[src/rtl/imm_pkg.sv]
// Shared types for the immediate generator.
//   imm_src_t   : 3-bit immediate-format select driven by the decoder control.
//   imm_entry_t : one output-queue record. The fields are sized for the widest
//                 supported datapath (64 bits); a 32-bit build fills only the low
//                 half, and the constant-zero upper bits are optimised away.
// Optional macro IMM_TARGET_EN adds the branch/jump target field.
package imm_pkg;

  localparam int IMM_SRC_W    = 3;
  localparam int IMM_XLEN_MAX = 64;

  typedef enum logic [IMM_SRC_W-1:0] {
    IMM_I     = 3'd0,
    IMM_S     = 3'd1,
    IMM_B     = 3'd2,
    IMM_J     = 3'd3,
    IMM_U     = 3'd4,
    IMM_SHAMT = 3'd5,
    IMM_ZIMM  = 3'd6,
    IMM_RSVD  = 3'd7
  } imm_src_t;

  typedef struct packed {
    logic [IMM_XLEN_MAX-1:0] imm;
    logic                    illegal;
`ifdef IMM_TARGET_EN
    logic [IMM_XLEN_MAX-1:0] target;
`endif
  } imm_entry_t;

endpackage

[src/rtl/imm_decode.sv]
// Combinational immediate decode.
//   instr   : 32-bit instruction word
//   imm_src : format select
//   imm     : immediate extended to XLEN
//   illegal : set for the reserved format (immediate then decoded as I-type)
module imm_decode
  import imm_pkg::*;
#(
  parameter int XLEN = 32
) (
  input  logic [31:0]     instr,
  input  imm_src_t        imm_src,
  output logic [XLEN-1:0] imm,
  output logic            illegal
);

  // A size cast of a signed operand replicates its sign bit, so this covers
  // both XLEN=32 (no-op) and XLEN=64 (sign fill) without a zero-width replicate.
  function automatic logic [XLEN-1:0] sext32(input logic signed [31:0] v);
    logic signed [XLEN-1:0] w;
    w = XLEN'(v);
    return w;
  endfunction

  logic signed [31:0] simm;
  logic [5:0]         uimm;
  logic               is_zext;

  always_comb begin
    simm    = {{20{instr[31]}}, instr[31:20]};
    uimm    = '0;
    is_zext = 1'b0;
    illegal = 1'b0;
    case (imm_src)
      IMM_I:     simm = {{20{instr[31]}}, instr[31:20]};
      IMM_S:     simm = {{20{instr[31]}}, instr[31:25], instr[11:7]};
      IMM_B:     simm = {{20{instr[31]}}, instr[7], instr[30:25], instr[11:8], 1'b0};
      IMM_J:     simm = {{12{instr[31]}}, instr[19:12], instr[20], instr[30:21], 1'b0};
      IMM_U:     simm = {instr[31:12], 12'b0};
      IMM_SHAMT: begin
        is_zext = 1'b1;
        uimm    = (XLEN == 64) ? instr[25:20] : {1'b0, instr[24:20]};
      end
      IMM_ZIMM: begin
        is_zext = 1'b1;
        uimm    = {1'b0, instr[19:15]};
      end
      default:   illegal = 1'b1;
    endcase
    imm = is_zext ? XLEN'(uimm) : sext32(simm);
  end

endmodule

[src/rtl/imm_gen_pipe.sv]
// Pipelined immediate generator with an in-order output queue.
// The instruction is decoded on push and the result is held in a circular
// queue; outputs are driven from the head entry only, and in_ready depends
// only on the registered count, so downstream stalls never reach fetch
// combinationally.
//   clk, rst (sync, active-high), flush (sync queue clear)
//   in_valid/in_ready, in_instr[31:0], in_imm_src[2:0]  : upstream handshake
//   out_valid/out_ready, out_imm[XLEN-1:0], out_illegal : head entry
// Optional macro IMM_TARGET_EN adds in_pc[XLEN-1:0] and out_target[XLEN-1:0]
// (in_pc + imm, modulo 2^XLEN, captured at push).
module imm_gen_pipe
  import imm_pkg::*;
#(
  parameter int XLEN  = 32,
  parameter int DEPTH = 2
) (
  input  logic            clk,
  input  logic            rst,
  input  logic            flush,
  input  logic            in_valid,
  output logic            in_ready,
  input  logic [31:0]     in_instr,
  input  imm_src_t        in_imm_src,
`ifdef IMM_TARGET_EN
  input  logic [XLEN-1:0] in_pc,
  output logic [XLEN-1:0] out_target,
`endif
  output logic            out_valid,
  input  logic            out_ready,
  output logic [XLEN-1:0] out_imm,
  output logic            out_illegal
);

  localparam int PTR_W = (DEPTH > 1) ? $clog2(DEPTH) : 1;
  localparam int CNT_W = $clog2(DEPTH + 1);

  function automatic logic [PTR_W-1:0] ptr_next(input logic [PTR_W-1:0] p);
    return (p == PTR_W'(DEPTH - 1)) ? '0 : p + 1'b1;
  endfunction

  logic [XLEN-1:0]  dec_imm_p0;
  logic             dec_illegal_p0;
  imm_entry_t       entry_p0;
  imm_entry_t       mem_p1 [DEPTH];
  imm_entry_t       head_p1;
  logic [PTR_W-1:0] wr_ptr;
  logic [PTR_W-1:0] rd_ptr;
  logic [CNT_W-1:0] count;
  logic             push;
  logic             pop;
  logic             vld_p1;

  // ---- stage p0: decode at the input handshake ----
  imm_decode #(.XLEN(XLEN)) u_decode (
    .instr   (in_instr),
    .imm_src (in_imm_src),
    .imm     (dec_imm_p0),
    .illegal (dec_illegal_p0)
  );

  always_comb begin
    entry_p0         = '0;
    entry_p0.imm     = IMM_XLEN_MAX'(dec_imm_p0);
    entry_p0.illegal = dec_illegal_p0;
`ifdef IMM_TARGET_EN
    entry_p0.target  = IMM_XLEN_MAX'(in_pc + dec_imm_p0);
`endif
  end

  assign in_ready = (count < CNT_W'(DEPTH));
  assign vld_p1   = (count != '0);
  assign push     = in_valid && in_ready;
  assign pop      = vld_p1 && out_ready;

  // ---- stage p1: output queue ----
  always_ff @(posedge clk) begin
    if (rst) begin
      count  <= '0;
      wr_ptr <= '0;
      rd_ptr <= '0;
      for (int i = 0; i < DEPTH; i++) mem_p1[i] <= '0;
    end else if (flush) begin
      count  <= '0;
      wr_ptr <= '0;
      rd_ptr <= '0;
    end else begin
      if (push) begin
        mem_p1[wr_ptr] <= entry_p0;
        wr_ptr         <= ptr_next(wr_ptr);
      end
      if (pop) rd_ptr <= ptr_next(rd_ptr);
      case ({push, pop})
        2'b10:   count <= count + 1'b1;
        2'b01:   count <= count - 1'b1;
        default: count <= count;
      endcase
    end
  end

  // Stale head contents are masked so an empty queue always shows zeros.
  assign head_p1     = mem_p1[rd_ptr];
  assign out_valid   = vld_p1;
  assign out_imm     = vld_p1 ? head_p1.imm[XLEN-1:0] : '0;
  assign out_illegal = vld_p1 & head_p1.illegal;
`ifdef IMM_TARGET_EN
  assign out_target  = vld_p1 ? head_p1.target[XLEN-1:0] : '0;
`endif

endmodule

[config.mk]
export PLATFORM = sky130hd
export DESIGN_NAME = imm_gen_pipe
export DESIGN_NICKNAME = d
export VERILOG_FILES = /design/src/rtl/imm_pkg.sv /design/src/rtl/imm_decode.sv /design/src/rtl/imm_gen_pipe.sv
export SDC_FILE = /design/constraint.sdc
export NUM_CORES = 1
export LEC_CHECK = 0
export ABC_AREA = 1
export BUFFER_PORTS_ARGS = -buffer_cell sky130_fd_sc_hd__buf_2
export CORE_UTILIZATION = 50
export CTS_BUF_LIST = sky130_fd_sc_hd__clkbuf_8 sky130_fd_sc_hd__clkbuf_16
export DETAILED_ROUTE_END_ITERATION = 12
export PLACE_DENSITY_LB_ADDON = 0.25
export SLEW_MARGIN = 10
export SYNTH_ARGS = -nofsm -noshare
export SYNTH_HDL_FRONTEND = slang
export SYNTH_SLANG_ARGS = --single-unit
[constraint.sdc]
create_clock -name clk -period 2.15 [get_ports clk]
set_clock_uncertainty 0.1 [all_clocks]
set_input_delay 0.215 -clock clk [delete_from_list [all_inputs] [get_ports clk]]
set_output_delay 0.215 -clock clk [all_outputs]
set_load 0.01 [all_outputs]
==> results of run 1 <==
## critical path, cell delays in order (launching register included)
cell and delay [ns]:
sky130_fd_sc_hd__dfxtp_1 0.33, sky130_fd_sc_hd__inv_1 0.05, sky130_fd_sc_hd__buf_4 0.33, sky130_fd_sc_hd__nand2_1 0.10, sky130_fd_sc_hd__a21oi_1 0.19, sky130_fd_sc_hd__buf_2 0.16
## through the flow
stage / cells / setup slack [ns] / utilization [%]
floorplan: 436 / 0.0103 / -
global placement: 589 / 0.321 / 57.8
detailed placement: 589 / 0.296 / 57.8
CTS: 605 / 0.308 / 60.0
global route: 605 / 0.198 / 60.0
finish: 605 / 0.342 / 60.0
## metal layers
| metal | up-vias | part of all wire (%) | wire length [um] | GRT usage [%] |
|---|---|---|---|---|
| met2 | 83 | 48 | 4210 | 40.2 |
| met1 | 1515 | 46 | 3990 | 31.8 |
| met4 | 0 | 0.78 | 68 | 8.65 |
| met3 | 6 | 4.9 | 425 | 5.00 |
| li1 | 1587 | - | - | - |
| met5 | - | 0 | 0 | 0 |
## power by group
part | total, W | internal [W] | leakage [nW] | switching [W]
clock network | 0.000886 | 0.000400 | 0.0926 | 0.000485
registers | 0.00159 | 0.00158 | 0.732 | 0.0000179
logic | 0.000433 | 0.000138 | 1.10 | 0.000294
## kinds of logic after synthesis
kind of cell	Yosys count	synth area share, %
and+or+nand+nor	238	27.5
DFF	71	56.1
AOI/OAI and AO/OA	70	9.71
buffers and inverters	56	6.31
adders and majority gates	1	0.337
## area by class of cell
type	count	area share [%]
multi-input combinational	309	32.3
tap	99	2.86
sequential	71	48.1
clock inverter	7	0.781
clock buffer	9	2.86
inverter	32	2.78
timing repair buffer	78	10.2
## final timing paths
path / end / slack, ns
max: out_imm[0] / 0.34
min: count[1]$_SDFFE_PP0P_ / 0.1
max reg2reg: count[1]$_SDFFE_PP0P_ / 0.56
min reg2reg: rd_ptr$_SDFFE_PP0P_ / 0.35
## synthesized netlist by cell type (all sizes together)
cell    number  area share (%)
nor2        60             6.5
nand3b       1            0.20
nand3       20             3.1
nand4        9             1.5
buf         11             1.8
edfxtp      66              53
a21oi       46             6.2
o21a         1            0.20
nor3        14             1.9
inv         32             3.2
dfxtp        5             2.7
nand2      134              14
o21ai       18             2.4
ha           1            0.34
o211ai       1            0.20
o22ai        4            0.67
clkbuf      13             1.3
## sequential cells by signal (all words and copies together), names as in the netlist, named ones only
register / flops
mem_p1: 66
rd_ptr: 1
count: 2
wr_ptr: 1
==> out/summary.md, run 1 <==
The flow ran to the end, and the final reports show no timing, DRC or antenna violations. In this run, post-CTS repair resized a total of 0 instances. The synthesized netlist occupies a cell area of 3710 um^2.

The floorplan step set the die width to 88.1 um. 0 antenna diodes ended up in the layout. The logs give 0 for the count of nets left with antenna violations after detail routing and 553 MHz for the maximum clock frequency. Clock latency on the worst-skew pair, taken at its later pin, is 0.34 ns.

Class of the tightest hold or removal check: in -> reg. The number of different library cells in the post-synthesis netlist came out at 26. From bottom edge to top edge, the die measures 88.1 um. After layout, the design draws a total of 0.00291 W.

At the end of routability-driven placement, the weighted congestion stood at 0.886. The worst path in the final design needs a cycle of 1.81 ns, including I/O delays and setup. The launch point of the worst reg-to-reg path was count[0]$_SDFFE_PP0P_.

Depth of the worst register-to-register path: 9. No sink is reached through more buffers than the 2 on the longest clock path. Summed over all cells, the static leakage comes to 1.92 nW. In this run, synthesis produced a sequential element count of 71.

The total nets after synthesis is 477. The number of instances on the worst hold path was 4. The library cell used most frequently in the layout, excluding fill and tap cells, is sky130_fd_sc_hd__nand2_1.

Post-detailed-route wirelength per cell: 14.4 um. Setup violations remaining at the end of the flow were counted as 0. In this run the most critical hold path is launched from flush.

The tools report the number of global-route vias before repair as 2,996. The die covers 7770 um^2. In this run the tightest slew margin relative to its limit is 73.9%. The detailed-routing iteration count for the pre-antenna-repair pass was 4; the count of buffers from port buffering was 67.

In the finished design, the share of the clock period the worst path needs comes to 84.1%. 75 I/O pins were placed. The slew at the pin with the worst max-slew slack is 0.392 ns. The run gives 0 as the max-slew violation total from the final report. The remaining routing DRC violations came out at 0. The HPWL after detailed placement is 5790 um. Initial antenna violation count: 0. Required time of the critical path: 1.84 ns. After synthesis, the mean cell area works out to 8.51 um^2.

For this run, the register share of the synthesized area comes to 56.1%. The critical path startpoint category is a register. Hold is met by 0.0986 ns. The sort of element at the end of the critical path is an output pin. Using the TritonRoute via totals, the vias-per-cell ratio works out to 5.27.

Sequential cell area: 2080 um^2. The logs give 13,900 um for the global-route wire length before repair and 667 for the number of inserted filler cells in the final layout. The sum of routed wire length over all layers is 8700 um, and the largest fanout of any net on the critical path is 33. The total overflow left after global routing is 0.

Buffers inserted to repair hold after CTS numbered 0. The run gives 0 as the number of buffers inserted to repair setup after CTS. Max-cap violations in this run came to 0. The tools report the starting density of the core as 51.4%.

Across all layers, the routed design uses 3,191 vias. Relative to the synthesized area, the layout overhead comes to 16.6%. By startpoint and endpoint, the worst setup path is classified as reg -> out.

Setup repair after global routing left no endpoint under its margin. Across every metal layer, demand over resource in global routing totals 24.3%. The power density of the placed cells was 673 nW/um^2.

The finished cells cover 4330 um^2. TritonCTS built the clock tree. Setup total negative slack on the finished layout was measured at 0 ns. After clock tree synthesis, the clock-pin slew on the worst setup and hold paths is 0.08 ns.

Data on the critical path arrives at its endpoint at 1.49 ns. The number of hold violations in the final report was 0. The logs give 4170 um^2 for the standard cell area after detailed placement and 7210 um^2 for the standard cell core area. The maximum number of pins on one net before global-route repair came out at 34.

Counting the buffers created by CTS gives 9. The total area of multi-input combinational cells came out at 1400 um^2. The fraction of final layout cells sized beyond drive strength 1 is 21.5%. VDD sags by at most 0.000296 V. The post-synthesis cell count was 436. The number of warning messages in the yosys log is 0, and the count of nets after finishing is 542.

The logs give 214 for the violation count after the first detailed-route iteration and 3 for the maximum level of the CTS H-tree. The clock sink count came out at 71. In the layout the commonest cells are 126 x sky130_fd_sc_hd__nand2_1, 67 x sky130_fd_sc_hd__buf_2, 66 x sky130_fd_sc_hd__edfxtp_1. The number of placement rows was 31. The root buffer cell chosen for the clock tree is sky130_fd_sc_hd__clkbuf_8.
Power figures use the tool's default switching activity.
==> inputs of run 2 (changes only) <==
- CORE_UTILIZATION: 50 -> 51
- clock period: 2.15 -> 1.7 ns (I/O delays scaled with it)
==> run 2 against run 1 <==
  * Via count increased by 2.5%
  * Combinational power grew 38%
  * Critical path depth is the same
  * Hold slack better by 0.021 ns
  * Non-clock buffer count is 17 higher
  * Utilization is 5.8 points higher
  * Clock power rose by 42%
  * Cell area grew 4.9%
  * Largest cell class unchanged
  * Highest routed layer unchanged
==> out/summary.md, run 2 (synthesized netlist as in run 1, its figures left out) <==
Setup repair after global routing could not meet its margin everywhere. Sum of routed wire length over all layers: 8880 um (was 8700 um). Commonest non-fill, non-tap cells in the layout: 125 x sky130_fd_sc_hd__nand2_1, 67 x sky130_fd_sc_hd__buf_2, 66 x sky130_fd_sc_hd__edfxtp_1 (was 126 x sky130_fd_sc_hd__nand2_1, 67 x sky130_fd_sc_hd__buf_2, 66 x sky130_fd_sc_hd__edfxtp_1). The power density of the placed cells is 854 nW/um^2 (was 673 nW/um^2), and the count of buffers from port buffering is 67 (unchanged). The placed wire-length estimate after detailed placement is 5990 um (was 5790 um), and the clock slew seen by the registers of the worst setup and hold paths is 0.07 ns (was 0.08 ns). The tools report the root buffer selected by CTS as sky130_fd_sc_hd__clkbuf_8 (unchanged).

The flow ran to the end, and the final reports show no timing, DRC or antenna violations. The run gives 0 (unchanged) as the count of max-cap constraint violations. The number of hold violations in the final report is 0 (unchanged), and the clock latency on the worst-skew pair is 0.34 ns (about the same).

The total die area was 7620 um^2 (was 7770 um^2); the number of endpoints failing setup at the final stage was 0 (unchanged). The count of nets left with antenna violations after detail routing was 0 (unchanged); the number of placement rows was 30 (was 31). The run gives 166 (was 214) as the violation count after the first detailed-route iteration. The starting density of the core was 53.7% (was 51.4%). The minimum period implied by the final worst setup slack was 1.65 ns.

The tools report the maximum level of the CTS H-tree as 3 (unchanged). The part of the total power dissipated in combinational logic came out at 15.4% (was 14.8%). Ordered list of cells on the worst path: inv_1 > buf_4 > nand2_1 > a21oi_1 > buf_2 (unchanged). The number of flip-flops in the largest register was 66 (unchanged); the buffer levels on the longest clock path was 2 (unchanged).

The path type of the worst setup path is reg -> out (unchanged). The largest stage delay on the critical path was 0.33 ns (about the same). TritonCTS built the clock tree. The synthesis-to-layout area growth was 22.3% (was 16.6%). The fraction of final layout cells sized beyond drive strength 1 was 24.3% (was 21.5%); the post-route worst setup slack was 0.0492 ns (was 0.342 ns).

The logs give 3,272 (was 3,191) for the number of vias in the routed layout and 0 (unchanged) for the number of buffers inserted by hold repair at cts. The critical register-to-register path endpoint is mem_p1[0][17]$_SDFFCE_PN0P_ (was count[1]$_SDFFE_PP0P_). Number of buffers inserted during clock tree synthesis: 9 (unchanged). Startpoint of the most critical hold path: out_ready (was flush). The overall die height is 87.3 um (was 88.1 um), and the standard cell core area is 6910 um^2 (was 7210 um^2). The width of the die is 87.3 um (was 88.1 um), and the number of buffers and inverters on the critical path is 3 (unchanged).

Static timing analysis puts the maximum clock frequency at 606 MHz. The headroom to the max-slew limit is 76.7% (was 73.9%). The logs give 0 (unchanged) for the final antenna diode count and 0 (unchanged) for the max-slew violation total from the final report. The boundary pin count came out at 75 (unchanged). The number of cells on the critical path came out at 5 (unchanged).

Final non-filler cell area: 4540 um^2 (was 4330 um^2). The most common cell after layout, fill and taps aside was sky130_fd_sc_hd__nand2_1 (unchanged). The initial antenna violation count is 0 (unchanged), and the total overflow reported by the global router is 0 (unchanged). The tools report the detailed-routing iteration count for the pre-antenna-repair pass as 5 (was 4). The logs give 71 (unchanged) for the clock sink count and 14,400 um (was 13,900 um) for the global-route wire length before repair. For the remaining routing DRC violations, the log shows 0 (unchanged). The leakage power of the design was 2.03 nW (was 1.92 nW).

The register with the most flip-flops was mem_p1 (unchanged). The share of total power consumed by net switching was 26.1% (was 27.4%); the data arrival time of the critical path was 1.38 ns (was 1.49 ns). The worst setup path endpoint was out_imm[0] (unchanged). The minimum setup slack after placement is 0.0675 ns (was 0.296 ns). The worst hold margin was 0.120 ns (was 0.0986 ns); the slew at the pin with the worst max-slew slack was 0.345 ns (was 0.392 ns). Peak ir drop on the vdd network: 0.000383 V (was 0.000296 V). Sequential power share: 52.1% (was 54.8%). The cell class contributing the biggest share of worst-path delay was buffers and inverters (unchanged). The largest fanout of any net on the critical path came out at 12 (was 33).

The per-cell via count in the routed design is 5.29 (was 5.27). The logs give 65.7% (was 60.0%) for the post-route core utilization and 0.15 ns (was 0.56 ns) for the worst-case register-to-register setup slack. Sort of element at the end of the critical path: an output pin (unchanged). The count of nets after finishing is 559 (was 542), and the power share of the clock group is 32.5% (was 30.4%).

The share of the clock period used by the worst path is 97.1%. The class of the tightest hold or removal check is in -> reg (unchanged). For the net switching power of the design, the log shows 0.00101 W (was 0.000798 W).

The logs give 0.898 (was 0.886) for the last weighted congestion value of the routability-driven placer and 3,069 (was 2,996) for the number of global-route vias before repair. The tools report the global-route total usage across every layer as 24.9% (was 24.3%). The highest-delay cell along the critical path is sky130_fd_sc_hd__dfxtp_1 (unchanged). The post-detailed-route wirelength per cell was 14.3 um (was 14.4 um). The run gives 0.00286 W (was 0.00212 W) as the total internal power.

For the required time of the critical path, the log shows 1.43 ns (was 1.84 ns). Depth of the worst register-to-register path: 6 (was 9). For the maximum number of pins on one net before global-route repair, the log shows 34 (unchanged). The standard cell area after detailed placement came out at 4330 um^2 (was 4170 um^2).

The launch point of the worst reg-to-reg path was count[1]$_SDFFE_PP0P_ (was count[0]$_SDFFE_PP0P_). Biggest registers after layout: mem_p1 x66, count x2 (unchanged). The critical path startpoint category is a register (unchanged).
-- run 2: how the worst min path moves through the flow --
stage,end,slack [ns],cells past startpoint
floorplan,count[0]$_SDFFE_PP0P_,0.28,3
global placement,rd_ptr$_SDFFE_PP0P_,0.34,1
detailed placement,rd_ptr$_SDFFE_PP0P_,0.35,1
CTS,wr_ptr$_SDFFE_PP0P_,0.06,4
global route,mem_p1[0][6]$_SDFFCE_PN0P_,0.13,3
finish,register,0.12,4
-- run 2: what timing repair did --
action | 4_1_cts | 5_1_grt
buffers inserted | 0 | 0
resized for setup | 2 | 5
pin swaps | 0 | 2
endpoints found under the setup margin | 12 | 6
cloned | 0 | 0
-- run 2: power groups by stage --
stage	combinational [W]	clock (W)	sequential (W)
2_1_floorplan	0.000365	0	0.00205
3_3_place_gp	0.000576	0	0.00205
3_5_place_dp	0.000588	0	0.00206
4_1_cts	0.000594	0.00128	0.00202
5_1_grt	0.000667	0.00133	0.00203
6_report	0.000598	0.00126	0.00202
-- run 2: per-stage QoR --
stage	power (W)	TNS (ns)	instances
final	0.00387	0	619
after global placement	0.00263	0	603
after detailed placement	0.00264	0	603
after CTS	0.00389	0	619
after floorplan	0.00242	-0.198	436
after global routing	0.00403	-0.174	619
-- run 2: layout make-up --
| type | count | area, um^2 |
|---|---|---|
| fillers | 627 | 2370 |
| flip-flops and latches | 71 | 2080 |
| multi-input cells | 309 | 1420 |
| repair buffers | 95 | 611 |
| clock buffers | 9 | 124 |
| inverters | 32 | 120 |
| well taps | 96 | 120 |
| clock inverters | 7 | 57.6 |
-- run 2: tightest hold or removal path: stages --
cell and delay [ns]:
sky130_fd_sc_hd__buf_2 0.07, sky130_fd_sc_hd__nand2_1 0.04, sky130_fd_sc_hd__inv_1 0.13, sky130_fd_sc_hd__a21oi_1 0.09
-- run 2: per-layer routing --
layer | global-route usage (%) | wire length [um] | vias to the layer above
met4 | 7.60 | 72 | 0
met1 | 33.2 | 3950 | 1529
met2 | 41.3 | 4370 | 111
met5 | 0 | 0 | -
li1 | - | - | 1624
met3 | 4.83 | 489 | 8
==> inputs of run 3 (changes only) <==
- ABC_AREA: 1 -> default
- PLACE_DENSITY: default -> 0.85
- PLACE_DENSITY_LB_ADDON: 0.25 -> default
==> run 3 against run 2 <==
  * Wire length rose by 1.1%
  * Synthesized cell count fell by 21%
  * Power rose by 3.2%
  * Via count fell by 8.5%
  * Sequential power barely moved
  * Critical endpoint is now out_imm[28]
  * Largest power group unchanged
  * Highest routed layer unchanged
==> out/summary.md, run 3 <==
The share of synthesized area occupied by flip-flops and latches was 54.7% (was 56.1%); the synthesized cell area was 3800 um^2 (was 3710 um^2). The run gives 604 MHz (was 606 MHz) as the maximum clock frequency. The power density of the placed cells came out at 844 nW/um^2 (was 854 nW/um^2).

For the boundary pin count, the log shows 75 (unchanged). The largest stage delay on the critical path was 0.40 ns (was 0.33 ns). Register with the most flip-flops: mem_p1 (unchanged). Class of the tightest hold or removal check: in -> reg (unchanged). The total nets after synthesis came out at 384 (was 477). Commonest non-fill, non-tap cells in the layout: 67 x sky130_fd_sc_hd__buf_2, 66 x sky130_fd_sc_hd__edfxtp_1, 65 x sky130_fd_sc_hd__nor2_1 (was 125 x sky130_fd_sc_hd__nand2_1, 67 x sky130_fd_sc_hd__buf_2, 66 x sky130_fd_sc_hd__edfxtp_1). The highest-delay cell along the critical path was sky130_fd_sc_hd__dfxtp_4 (was sky130_fd_sc_hd__dfxtp_1).

The count of nets after finishing is 461 (was 559), and the clock latency on the worst-skew pair is 0.36 ns (was 0.34 ns). The number of warning messages in the yosys log came out at 0 (unchanged). The post-detailed-route wirelength per cell came out at 17.1 um (was 14.3 um). Detailed-routing iteration count for the pre-antenna-repair pass: 6 (was 5).

For the count of nets left with antenna violations after detail routing, the log shows 0 (unchanged). The total internal power was 0.00296 W (was 0.00286 W); the total die area was 7810 um^2 (was 7620 um^2). The initial antenna violation count is 0 (unchanged). For the number of buffers inserted to repair setup after CTS, the log shows 0 (unchanged). The overall die height is 88.4 um (was 87.3 um), and the share of the synthesized area in the top cell type is 52.1% (was 53.4%). The slew at the pin with the worst max-slew slack came out at 0.714 ns (was 0.345 ns). The count of flip-flops with a built-in enable after synthesis was 66 (unchanged); the max-slew violation total from the final report was 0 (unchanged). Cell class contributing the biggest share of worst-path delay: flip-flops (was buffers and inverters). The number of buffers inserted during clock tree synthesis is 9 (unchanged), and the number of buffers and inverters on the critical path is 2 (was 3). Library cell occupying the most area in the post-synthesis netlist: sky130_fd_sc_hd__edfxtp_1 (unchanged).

The logs give 0 (unchanged) for the remaining routing DRC violations and 0.000438 V (was 0.000383 V) for the peak ir drop on the vdd network. The tools report the critical path startpoint category as a register (unchanged). The number of flip-flops in the largest register is 66 (unchanged). Synthesis-to-layout area growth: 24.5% (was 22.3%). The minimum period implied by the final worst setup slack is 1.65 ns (about the same). The number of different library cells in the post-synthesis netlist was 31 (was 26); the maximum number of pins on one net before global-route repair was 35 (was 34).

The count of buffers from port buffering came out at 67 (unchanged). The fraction of final layout cells sized beyond drive strength 1 was 32.9% (was 24.3%); the flip-flop and latch count after synthesis was 71 (unchanged). Setup repair after global routing could not meet its margin everywhere.

The data arrival time of the critical path was 1.38 ns (about the same); the post-synthesis cell count was 343 (was 436). The tools report the number of placement rows as 31 (was 30). The logs give 0 (unchanged) for the number of endpoints failing setup at the final stage and 2,855 (was 3,069) for the number of global-route vias before repair. The starting density of the core is 52.7% (was 53.7%), and the share of the clock period used by the worst path is 97.4% (was 97.1%).

The required time of the critical path was 1.43 ns (about the same); the power consumption was 0.00400 W (was 0.00387 W). The per-cell via count in the routed design was 5.72 (was 5.29). The standard cell core area is 7210 um^2 (was 6910 um^2). Most common library cells after synthesis: 66 x sky130_fd_sc_hd__edfxtp_1, 66 x sky130_fd_sc_hd__nor2_1, 36 x sky130_fd_sc_hd__a21oi_1 (was 127 x sky130_fd_sc_hd__nand2_1, 66 x sky130_fd_sc_hd__edfxtp_1, 59 x sky130_fd_sc_hd__nor2_1).

The clock slew seen by the registers of the worst setup and hold paths was 0.08 ns (was 0.07 ns). The total overflow reported by the global router was 0 (unchanged); the last weighted congestion value of the routability-driven placer was 0.913 (was 0.898). Share of synthesized flip-flops with an asynchronous set or reset: 0% (unchanged). Root buffer selected by CTS: sky130_fd_sc_hd__clkbuf_8 (unchanged). The mean instance size in the synthesized netlist was 11.1 um^2 (was 8.51 um^2); the largest fanout of any net on the critical path was 16 (was 12). The tools report the buffer levels on the longest clock path as 2 (unchanged). The placed wire-length estimate after detailed placement came out at 5840 um (was 5990 um). The run finished with clean final reports. The global-route wire length before repair came out at 13,400 um (was 14,400 um).

Ordered list of cells on the worst path: clkbuf_16 > mux2i_1 > nor2_1 > buf_2 (was inv_1 > buf_4 > nand2_1 > a21oi_1 > buf_2). The most common cell after layout, fill and taps aside was sky130_fd_sc_hd__buf_2 (was sky130_fd_sc_hd__nand2_1). The run gives 52.2% (was 76.7%) as the headroom to the max-slew limit. For the sum of routed wire length over all layers, the log shows 8980 um (was 8880 um). The path type of the worst setup path is reg -> out (unchanged). The tools report the final antenna diode count as 0 (unchanged). The top flip-flop cell by instance count after synthesis was sky130_fd_sc_hd__edfxtp_1 (unchanged). The leakage power of the design came out at 1.88 nW (was 2.03 nW).

The run gives 34.7% (was 32.5%) as the power share of the clock group. The violation count after the first detailed-route iteration was 170 (was 166). Number of hold violations in the final report: 0 (unchanged). Part of the total power dissipated in combinational logic: 14.8% (was 15.4%). Width of the die: 88.4 um (was 87.3 um). The run gives 3 (unchanged) as the maximum level of the CTS H-tree. The share of total power consumed by net switching was 25.8% (was 26.1%); the number of vias in the routed layout was 2,995 (was 3,272). Top area cells in the synthesized netlist: sky130_fd_sc_hd__edfxtp_1 52%, sky130_fd_sc_hd__mux2i_1 8.7%, sky130_fd_sc_hd__nor2_1 6.5%, sky130_fd_sc_hd__a21oi_1 4.7%, sky130_fd_sc_hd__mux2_2 4.1% (was sky130_fd_sc_hd__edfxtp_1 53%, sky130_fd_sc_hd__nand2_1 13%, sky130_fd_sc_hd__a21oi_1 6.2%, sky130_fd_sc_hd__nor2_1 6.0%, sky130_fd_sc_hd__inv_1 2.7%). The worst hold margin is 0.0657 ns (was 0.120 ns).

The net switching power of the design was 0.00103 W (was 0.00101 W). TritonCTS built the clock tree. The sort of element at the end of the critical path is an output pin (unchanged). The sequential power share was 50.5% (was 52.1%).

The global-route total usage across every layer is 23.5% (was 24.9%). The clock sink count came out at 71 (unchanged). Count of max-cap constraint violations: 0 (unchanged).

Biggest registers after layout: mem_p1 x66, count x2 (unchanged).
run 3: cell count changes after synthesis, sizes merged, moves of 11 or more:
| cell | before | now |
|---|---|---|
| mux2i | 0 | 33 |
| and3 | 0 | 12 |
| nand3 | 20 | 0 |
| inv | 32 | 6 |
| a21o | 0 | 13 |
| nand2 | 134 | 7 |
| mux2 | 0 | 14 |
| o21ai | 18 | 3 |
| a22oi | 0 | 11 |
run 3: per-stage QoR:
stage	cell area [um^2]	utilization (%)	instances	setup slack (ns)	setup TNS, ns
detailed placement	4420	61.3	506	-0.290	-5.44
CTS	4660	64.5	522	-0.0231	-0.0482
finish	4740	65.6	524	0.0450	0
global placement	4420	61.3	506	-0.201	-4.14
global route	4740	65.6	524	-0.00778	-0.0135
floorplan	3820	-	343	-0.0336	-2.22
run 3: kinds of logic (layout without fill, tap and decap cells):
group,count (synthesis),after routing,synth area share (%)
adder cells (fa/ha/maj),1,1,0.329
buffers and inverters,35,117,5.10
AO/OA/AOI/OAI,69,69,11.4
multiplexers,47,47,12.8
XOR/XNOR,5,5,1.15
AND/OR/NAND/NOR,115,115,14.5
flip-flops,71,71,54.7
run 3: final timing paths:
kind / startpoint / to / slack (ns) / cells after the start
setup / recovery: register / out_imm[28] / 0.05 / 4
hold / removal: in_instr[30] / mem_p1[0][11]$_SDFFCE_PN0P_ / 0.07 / 2
setup reg to reg: count[1]$_SDFFE_PP0P_ / mem_p1[0][20]$_SDFFCE_PN0P_ / 0.10 / 4
hold reg to reg: rd_ptr$_SDFFE_PP0P_ / rd_ptr$_SDFFE_PP0P_ / 0.41 / 2
run 3: area by class of cell:
class                   instances  area, um^2
fillers                       555        2480
flip-flops and latches         71        2090
multi-input cells             237        1590
repair buffers                 95         704
clock buffers                  11         174
well taps                      99         124
clock inverters                 5        35.0
inverters                       6        22.5
run 3: power by group through the flow:
| stage | clock, W | combinational, W | sequential [W] |
|---|---|---|---|
| finish | 0.00139 | 0.000591 | 0.00202 |
| global route | 0.00147 | 0.000641 | 0.00203 |
| CTS | 0.00139 | 0.000576 | 0.00202 |
| detailed placement | 0 | 0.000568 | 0.00206 |
| global placement | 0 | 0.000552 | 0.00205 |
| floorplan | 0 | 0.000341 | 0.00205 |
run 3: repair_timing:
action / in CTS / in global routing
cloned: 0 / 2
endpoints found under the setup margin: 38 / 33
resized for setup: 7 / 6
hold buffers: 0 / 0
hold endpoints to repair: 0 / 0
run 3: layer usage:
layer | up-vias | part of all wire [%] | global-route usage [%]
met2 | 133 | 50 | 40.3
met1 | 1449 | 42 | 28.7
met4 | 0 | 1.6 | 12.3
met3 | 16 | 7.0 | 3.54
met5 | - | 0 | 0
li1 | 1397 | - | -
run 3: worst reg2reg max path, cell delays in order (launching register included):
cell	delay, ns
sky130_fd_sc_hd__dfxtp_1	0.36
sky130_fd_sc_hd__nand2b_4	0.19
sky130_fd_sc_hd__or3_4	0.37
sky130_fd_sc_hd__nand2b_4	0.14
sky130_fd_sc_hd__buf_12	0.16
